**config.mk**
```make
export PLATFORM = sky130hd
export DESIGN_NAME = plic_gateway
export DESIGN_NICKNAME = d
export VERILOG_FILES = /design/src/rtl/plic_gateway.sv
export SDC_FILE = /design/constraint.sdc
export NUM_CORES = 1
export LEC_CHECK = 0
export CELL_PAD_IN_SITES_DETAIL_PLACEMENT = 1
export CELL_PAD_IN_SITES_GLOBAL_PLACEMENT = 2
export CORE_MARGIN = 4
export CORE_UTILIZATION = 24
export CTS_CLUSTER_SIZE = 20
export DETAILED_ROUTE_END_ITERATION = 12
export PLACE_DENSITY_LB_ADDON = 0.3
export SLEW_MARGIN = 5
export SYNTH_ARGS = -nofsm -noshare
export SYNTH_HDL_FRONTEND = slang
export SYNTH_SLANG_ARGS = --single-unit
```
**constraint.sdc**
```tcl
create_clock -name ck -period 1.18 [get_ports ck]
set_input_delay 0.354 -clock ck [delete_from_list [all_inputs] [get_ports ck]]
set_output_delay 0.354 -clock ck [all_outputs]
set_load 0.03 [all_outputs]
```
**src/rtl/plic_gateway.sv**
```systemverilog
// PLIC interrupt gateway: per-source IDLE/PENDING/IN_SERVICE tracking
// with edge counting and claim/complete handshake checking.
module plic_gateway #(
  parameter int NUM_SOURCES       = 3,
  parameter int ID_BITWIDTH       = 3,
  parameter int PRIORITY_BITWIDTH = 4,
  parameter int EDGE_CNT_BITWIDTH = 2
) (
  input  logic                         ck,
  input  logic                         rst_n,
  input  logic [NUM_SOURCES-1:0]       irq_sources_i,
  input  logic [NUM_SOURCES-1:0]       edge_sensitive_i,
  input  logic [NUM_SOURCES-1:0]
               [PRIORITY_BITWIDTH-1:0] priorities_cfg_i,
  input  logic                         claim_i,
  input  logic [ID_BITWIDTH-1:0]       claim_id_i,
  input  logic                         complete_i,
  input  logic [ID_BITWIDTH-1:0]       complete_id_i,
  output logic [NUM_SOURCES-1:0]       pending_o,
  output logic [NUM_SOURCES-1:0]
               [PRIORITY_BITWIDTH-1:0] priorities_o,
  output logic [NUM_SOURCES-1:0]
               [ID_BITWIDTH-1:0]       identifiers_o,
  output logic                         handshake_error_o
);

  localparam logic [1:0] IDLE       = 2'd0;
  localparam logic [1:0] PENDING    = 2'd1;
  localparam logic [1:0] IN_SERVICE = 2'd2;

  localparam logic [EDGE_CNT_BITWIDTH-1:0] CNT_MAX = '1;
  localparam logic [EDGE_CNT_BITWIDTH-1:0] CNT_ONE =
    EDGE_CNT_BITWIDTH'(1);

  logic [NUM_SOURCES-1:0][1:0] state_q, state_d;
  logic [NUM_SOURCES-1:0] irq_q;
  logic [NUM_SOURCES-1:0] rise;
  logic [NUM_SOURCES-1:0] claim_hit;
  logic [NUM_SOURCES-1:0] compl_hit;
  logic [NUM_SOURCES-1:0] consume;
  logic [NUM_SOURCES-1:0] is_pend;
  logic [NUM_SOURCES-1:0] is_insvc;
  logic [NUM_SOURCES-1:0]
        [EDGE_CNT_BITWIDTH-1:0] cnt_q, cnt_d;
  logic [NUM_SOURCES-1:0]
        [PRIORITY_BITWIDTH-1:0] prio_q, prio_d;
  logic err_q, err_d;

  always_ff @(posedge ck or negedge rst_n) begin
    if (!rst_n) begin
      state_q <= '0;
      irq_q   <= '0;
      cnt_q   <= '0;
      prio_q  <= '0;
      err_q   <= 1'b0;
    end else begin
      state_q <= state_d;
      irq_q   <= irq_sources_i;
      cnt_q   <= cnt_d;
      prio_q  <= prio_d;
      err_q   <= err_d;
    end
  end

  always_comb begin
    state_d   = state_q;
    cnt_d     = cnt_q;
    consume   = '0;
    rise      = irq_sources_i & ~irq_q;
    claim_hit = '0;
    compl_hit = '0;
    is_pend   = '0;
    is_insvc  = '0;
    for (int i = 0; i < NUM_SOURCES; i++) begin
      claim_hit[i] = claim_i &&
        (claim_id_i == ID_BITWIDTH'(i + 1));
      compl_hit[i] = complete_i &&
        (complete_id_i == ID_BITWIDTH'(i + 1));
      is_pend[i]   = state_q[i] == PENDING;
      is_insvc[i]  = state_q[i] == IN_SERVICE;
      unique case (state_q[i])
        IDLE: begin
          if (edge_sensitive_i[i]) begin
            if (rise[i] || cnt_q[i] != '0) begin
              state_d[i] = PENDING;
              consume[i] = 1'b1;
            end
          end else if (irq_sources_i[i]) begin
            state_d[i] = PENDING;
          end
        end
        PENDING:
          if (claim_hit[i]) state_d[i] = IN_SERVICE;
        IN_SERVICE:
          if (compl_hit[i]) state_d[i] = IDLE;
        default: state_d[i] = IDLE;
      endcase
      // a fresh edge that is consumed at once nets to zero
      if (!edge_sensitive_i[i]) begin
        cnt_d[i] = '0;
      end else if (rise[i] && !consume[i]) begin
        if (cnt_q[i] != CNT_MAX) cnt_d[i] = cnt_q[i] + CNT_ONE;
      end else if (consume[i] && !rise[i]) begin
        cnt_d[i] = cnt_q[i] - CNT_ONE;
      end
    end
    err_d = (claim_i && !(|(claim_hit & is_pend))) ||
            (complete_i && !(|(compl_hit & is_insvc)));
  end

  always_comb begin
    for (int i = 0; i < NUM_SOURCES; i++) begin
      pending_o[i]     = state_q[i] == PENDING;
      prio_d[i]        = (state_d[i] == PENDING) ?
                         priorities_cfg_i[i] : '0;
      identifiers_o[i] = ID_BITWIDTH'(i + 1);
    end
    priorities_o      = prio_q;
    handshake_error_o = err_q;
  end

endmodule
```
==> results by group, run 1 <==
Outcome
  • Status: finished, violations left
  • Violations in the final reports: setup timing

Clock network
  • CTS HTree Levels: 1
  • Number of clock sinks: 28
  • Worst skew pair latency: 270 ps
  • TritonCTS clock tree: built
  • Total of hold buffers inserted after clock tree synthesis: 0
  • Root buffer cell: sky130_fd_sc_hd__clkbuf_8
  • TritonCTS buffer count: 3
  • CTS clock-pin slew for the worst setup and hold paths: 100 ps
  • Clock Path Buffers: 2

Power and ir drop
  • Cell internal pwr: 2.60 mW
  • Sequential cell fraction of total power: 33.1%
  • Combinational share of power: 52.5%
  • Power density of the placed cells: 1670 nW/um^2
  • Cell leakage power: 1.13 nW
  • Fraction of power consumed by the clock network: 14.4%
  • Switching component of the power: 1.63 mW
  • Switch share: 38.5%
  • Peak supply drop: 0.000661 V

Global route
  • Vias in the first global route: 1467
  • Pin count of the biggest net entering global routing: 29
  • Grt total ovfl: 0
  • Global-route wire length before repair: 7.12 mm
  • Global-route usage over all layers: 12.1%
  • Initial antenna violation count: 0

Logic synthesis
  • Main synth FF type: sky130_fd_sc_hd__dfrtp_1
  • Sequential-to-total area share from yosys stat: 48.1%
  • Count of flip-flops with a built-in enable after synthesis: 0
  • Area of the mapped netlist: 1460 um^2
  • Synthesized flop and latch total: 28
  • FFs w/ async S/R, synth: 100%
  • Syn Area/Cell: 11.0 um^2
  • Instance count of the mapped netlist: 132
  • Number of warnings reported in the yosys synthesis log: 0
  • Number of distinct library cell variants in the gate-level netlist after synthesis: 34

STA
  • Peak Freq: 706 MHz
  • Number of endpoints failing setup at the final stage: 12
  • Final number of hold-violating endpoints: 0
  • Setup repair after global routing missed its margin: yes
  • Worst hold slack: 438 ps
  • Max-slew violation count: 0
  • Post-route fraction of the period consumed by the critical path: 120%
  • Sum of negative setup slack: -1220 ps
  • Setup skew after layout: 1.38 ps
  • Final Critical Period: 1420 ps
  • Setup slack of the critical path after layout: -236 ps

Setup path
  • Endpoint of the worst-slack reg-to-reg timing path: cnt_q[4]
  • Crit-path cells: buf_6 -> nor2b_4 -> buf_6
  • Delay-heaviest family, CP: flip-flops
  • Critical-path cell with the highest stage delay: sky130_fd_sc_hd__dfrtp_1
  • Worst-path maximum fanout: 2
  • Critical register-to-register path startpoint: state_q[5]
  • Internal reg-to-reg setup slack: -160 ps
  • Most numerous cell on the critical path: sky130_fd_sc_hd__buf_6
  • Combined buffer and inverter count along the critical path: 2
  • Sort of element at the end of the critical path: output port
  • Worst path arrival time: 1060 ps
  • R2r worst-path depth: 4
  • Worst stage delay on the critical path: 410 ps
  • Type of the worst setup path: flip-flop to output port
  • Data required, critical path: 830 ps
  • Kind of launch point of the worst setup path: flip-flop

Floorplan
  • Num ports: 53
  • Initial Utilization: 24.6%
  • Total number of placement rows: 28
  • Area enclosed by the die boundary: 7380 um^2
  • Overall die width: 85.9 um
  • Area of the core: 5920 um^2
  • Chip Height: 85.9 um

Final layout
  • Area growth from synthesis to final layout: 74.1%
  • Net total in the final layout: 241
  • Antenna cells: 0
  • Fraction of layout instances using a drive strength above 1: 44.3%
  • Share of the core filled with cells: 42.8%
  • Layout filler cell count: 659
  • Register area: 702 um^2
  • Area occupied by multi-input gates: 908 um^2

Min path
  • HP Class: input pin to async pin

Route
  • Via total after detailed routing: 1310
  • DRC violation total after the first TritonRoute iteration: 23
  • Routed length per instance: 14.7 um
  • Final routed DRC violation total: 0
  • Number of iterations in the first detailed-routing pass: 3
  • Wirelength, routed: 4.21 mm
  • Vias per cell: 4.56
  • Antenna viol nets, final: 0

Placement
  • Buffers on Ports: 43
  • Pre-CTS worst setup slack: -525 ps
  • Hpwl dp: 3.13 mm
  • RePlAce Congestion: 0.742

Run
  • Max Cap Viol: 0
[cell families (layout without fill, tap and decap cells)]
logic type      after synthesis  after routing  synth area share (%)
simple gates                 44             44                  21.2
compound gates               42             42                  23.7
flops                        28             28                  48.1
buf+inv                      16             89                  6.44
other cells                   2              9                 0.516
[state kept, by name, summed over array words and instances (netlist names)]
register and flops:
handshake_error_o 1, irq_q 3, state_q 6, cnt_q 6, priorities_o 12
[placed cells by master, fill, tap and decap left out, types with 3 or more instances in the layout]
cell type,synthesis,routed
sky130_fd_sc_hd__a211oi_2,2,4
sky130_fd_sc_hd__a21boi_1,4,11
sky130_fd_sc_hd__and2b_2,0,3
sky130_fd_sc_hd__and3b_1,3,3
sky130_fd_sc_hd__buf_4,9,27
sky130_fd_sc_hd__buf_6,0,22
sky130_fd_sc_hd__clkbuf_8,0,4
sky130_fd_sc_hd__clkdlybuf4s50_1,0,13
sky130_fd_sc_hd__conb_1,2,9
sky130_fd_sc_hd__dfrtp_1,28,27
sky130_fd_sc_hd__dlygate4sd2_1,0,11
sky130_fd_sc_hd__inv_1,7,6
sky130_fd_sc_hd__nand2_1,5,5
sky130_fd_sc_hd__nand2b_1,8,4
sky130_fd_sc_hd__nand2b_4,0,4
sky130_fd_sc_hd__nand4bb_1,4,3
sky130_fd_sc_hd__nor2b_1,6,4
sky130_fd_sc_hd__o21ai_0,10,8
sky130_fd_sc_hd__o311ai_4,2,3
[final cells by class]
type                    instances  area share (%)
clock buffers                   4            2.17
inverters                       7            1.13
multi-input cells              95            35.8
flip-flops and latches         28            27.7
well taps                      75            3.70
repair buffers                 78            29.5
[cells in the mapped netlist (all sizes together), types with 2 or more instances]
master / count / area (um^2)
dfrtp: 28 / 701
a21boi: 12 / 90.1
o21ai: 10 / 50.1
buf: 9 / 67.6
nand2b: 8 / 50.1
inv: 7 / 26.3
a211oi: 6 / 55.1
nor2b: 6 / 37.5
nand2: 5 / 18.8
nand4bb: 4 / 45.0
a21oi: 3 / 15.0
and2b: 3 / 22.5
and3b: 3 / 26.3
nor2: 3 / 11.3
o311ai: 3 / 68.8
or3b: 3 / 26.3
conb: 2 / 7.51
o21bai: 2 / 15.0
o41ai: 2 / 17.5
or2: 2 / 12.5
[power by group through the flow]
stage / sequential (mW) / clock [mW] / combinational (mW)
detailed placement: 1.37 / 0 / 1.71
floorplan: 1.61 / 0 / 0.713
CTS: 1.40 / 0.639 / 2.06
global route: 1.44 / 0.675 / 2.38
global placement: 1.36 / 0 / 1.67
finish: 1.40 / 0.609 / 2.22
[what timing repair did]
item                       in CTS  in global routing
resized for setup              71                 17
pin swaps                      12                 12
buffers inserted                7                  4
setup endpoints to repair      41                 40
[layer usage]
metal	GRT usage, %	vias up	routed length (um)
met5	0	-	0
met2	22.4	31	2270
met1	13.8	648	1700
met3	2.40	2	192
li1	-	629	-
met4	3.88	0	38
[worst max path at each step]
stage | from | end | cells past startpoint
finish | state_q[5] | pending_o[2] | 3
global route | state_q[5] | pending_o[2] | 3
CTS | state_q[5] | pending_o[2] | 3
detailed placement | claim_id_i[1] | priorities_o[6] | 4
global placement | complete_id_i[0] | handshake_error_o | 5
floorplan | state_q[1] | cnt_q[0] | 3
[through the flow]
| stage | power, mW | cells | cell area [um^2] |
|---|---|---|---|
| 6_report | 4.23 | 287 | 2540 |
| 5_1_grt | 4.49 | 287 | 2540 |
| 4_1_cts | 4.10 | 283 | 2440 |
| 3_5_place_dp | 3.08 | 272 | 2120 |
| 3_3_place_gp | 3.02 | 272 | 2120 |
| 2_1_floorplan | 2.32 | 139 | 1500 |
No activity file was read; power rests on OpenSTA's default activity.
==> run 2, diff against run 1 <==
--- a/config.mk
+++ b/config.mk
@@ -11,6 +11,7 @@
 export CORE_UTILIZATION = 24
 export CTS_CLUSTER_SIZE = 20
 export DETAILED_ROUTE_END_ITERATION = 12
+export GPL_TIMING_DRIVEN = 0
 export PLACE_DENSITY_LB_ADDON = 0.3
 export SLEW_MARGIN = 5
 export SYNTH_ARGS = -nofsm -noshare
==> run 2 against run 1 <==
Clock-buffer cell count unchanged. Maximum frequency increased by 3.9%. Non-clock buffer count is 10 lower. The run still ends with setup timing left. Design area decreased by 7.1%. Die area stayed put. Final cell count decreased by 3.5%. First-iteration DRC count shrank 74%. Global-route usage is 0.95 points lower. Clock skew up 3.6 ps. Largest cell class unchanged. Combinational power down 8%.
==> results by group, run 2 (synthesis gave the netlist of run 1 again) <==
Setup path
  • Critical-path cell with the highest stage delay: sky130_fd_sc_hd__dfrtp_1
  • Internal reg-to-reg setup slack: -160 ps
  • Delay-heaviest family, CP: flip-flops
  • Crit-path cells: nand2b_4 -> inv_4 -> buf_6
  • Kind of launch point of the worst setup path: flip-flop
  • Combined buffer and inverter count along the critical path: 2
  • Data required, critical path: 830 ps
  • Endpoint of the worst-slack reg-to-reg timing path: cnt_q[2]
  • Worst-path maximum fanout: 2
  • Worst stage delay on the critical path: 400 ps
  • Sort of element at the end of the critical path: output port
  • Worst path arrival time: 1010 ps
  • Type of the worst setup path: flip-flop to output port
  • R2r worst-path depth: 4
  • Critical register-to-register path startpoint: state_q[3]

Placement
  • Placed instance area: 2020 um^2
  • RePlAce Congestion: 0.758
  • Buffers on Ports: 43
  • Placed insts: 257
  • Hpwl dp: 2.99 mm

STA
  • Post-route fraction of the period consumed by the critical path: 116%
  • Setup slack of the critical path after layout: -183 ps
  • Setup skew after layout: 4.98 ps
  • Final number of hold-violating endpoints: 0
  • Worst max-slew margin expressed relative to the limit: 52.3%
  • Final Critical Period: 1360 ps
  • Sum of negative setup slack: -1160 ps
  • Actual slew at the worst max-slew pin: 716 ps
  • Peak Freq: 734 MHz
  • Number of endpoints failing setup at the final stage: 14
  • Max-slew violation count: 0
  • Setup repair after global routing missed its margin: yes

Floorplan
  • Chip Height: 85.9 um
  • Total number of placement rows: 28
  • Overall die width: 85.9 um
  • Area enclosed by the die boundary: 7380 um^2
  • Num ports: 53
  • Initial Utilization: 24.6%
  • Area of the core: 5920 um^2

Final layout
  • Area growth from synthesis to final layout: 61.8%
  • Post-Layout Cell Count: 277
  • Antenna cells: 0
  • Flip-flop count of the largest register after layout: 12
  • Net total in the final layout: 231
  • Most common library cell in the layout ignoring fill and taps: sky130_fd_sc_hd__dfrtp_1
  • Highest-count cells in the layout ignoring fill and taps: 26 x sky130_fd_sc_hd__dfrtp_1, 22 x sky130_fd_sc_hd__buf_4, 19 x sky130_fd_sc_hd__buf_6
  • Layout Cell Area excl Fill: 2360 um^2
  • Fraction of layout instances using a drive strength above 1: 40.6%

Clock network
  • CTS clock-pin slew for the worst setup and hold paths: 100 ps
  • CTS HTree Levels: 1
  • TritonCTS buffer count: 3
  • Clock Path Buffers: 2
  • Total of hold buffers inserted after clock tree synthesis: 0
  • Number of clock sinks: 28
  • TritonCTS clock tree: built
  • Worst skew pair latency: 270 ps
  • Root buffer cell: sky130_fd_sc_hd__clkbuf_8

Global route
  • Pin count of the biggest net entering global routing: 29
  • Global-route usage over all layers: 11.2%
  • Global-route wire length before repair: 6.60 mm
  • Vias in the first global route: 1425
  • Initial antenna violation count: 0
  • Grt total ovfl: 0

Route
  • Number of iterations in the first detailed-routing pass: 4
  • Routed length per instance: 14.2 um
  • Via total after detailed routing: 1285
  • Vias per cell: 4.64
  • Wirelength, routed: 3.94 mm
  • DRC violation total after the first TritonRoute iteration: 6
  • Antenna viol nets, final: 0
  • Final routed DRC violation total: 0

Min path
  • HP Class: input pin to async pin

Run
  • Max Cap Viol: 0

Power and ir drop
  • Peak supply drop: 0.000600 V
  • Cell leakage power: 1.05 nW
  • Overall Power: 4.03 mW
  • Power density of the placed cells: 1710 nW/um^2

Outcome
  • Violations in the final reports: setup timing
  • Status: finished, violations left
run 2: cell count changes in the layout (fill, tap and decap cells not counted), moves of 2 or more:
cell	before	now
sky130_fd_sc_hd__buf_4	27	22
sky130_fd_sc_hd__o21ai_0	8	6
sky130_fd_sc_hd__buf_6	22	19
sky130_fd_sc_hd__nand2b_4	4	2
sky130_fd_sc_hd__buf_12	2	0
sky130_fd_sc_hd__nand2b_1	4	6
run 2: where the power goes:
| part | switching, mW | leakage, nW | internal [mW] | total (mW) |
|---|---|---|---|---|
| Clock | 0.296 | 0.0288 | 0.299 | 0.595 |
| Combinational | 1.07 | 0.670 | 0.977 | 2.05 |
| Sequential | 0.189 | 0.348 | 1.19 | 1.38 |
| Total | 1.56 | 1.05 | 2.47 | 4.03 |
run 2: area by class of cell:
cell class	count	area (um^2)
Fill cell	649	3560
Clock buffer	4	55.1
Timing Repair Buffer	59	563
Inverter	7	28.8
Sequential cell	28	703
Multi-Input combinational cell	95	845
Tap cell	75	93.8
Buffer	9	67.6
run 2: repair_timing:
action                                  CTS  global route
endpoints found under the setup margin   68            37
pin swaps                                13            10
resized for setup                       152            30
setup buffers                            12             4
run 2: per-stage QoR:
stage / utilization, % / hold WS (ps) / setup slack (ps)
finish: 39.8 / 212 / -183
floorplan: - / 58.4 / 7.85
global route: 39.8 / 265 / -232
CTS: 38.0 / 239 / -195
detailed placement: 34.2 / 605 / -737
global placement: 34.2 / 576 / -745
run 2: per-layer routing:
layer	wire length, um	global-route usage (%)
met1	1500	12.6
met2	2130	20.2
met3	269	3.07
met4	44	3.45
met5	0	0
run 2: worst max path at each step:
stage / cells past startpoint / slack, ps / endpoint / start
5_1_grt: 3 / -230 / pending_o[1] / state_q[3]
2_1_floorplan: 3 / 8 / cnt_q[0] / state_q[1]
4_1_cts: 3 / -190 / pending_o[1] / state_q[3]
3_3_place_gp: 1 / -740 / priorities_o[3] / rst_n
6_report: 3 / -180 / pending_o[1] / state_q[3]
3_5_place_dp: 1 / -740 / cnt_q[1] / rst_n
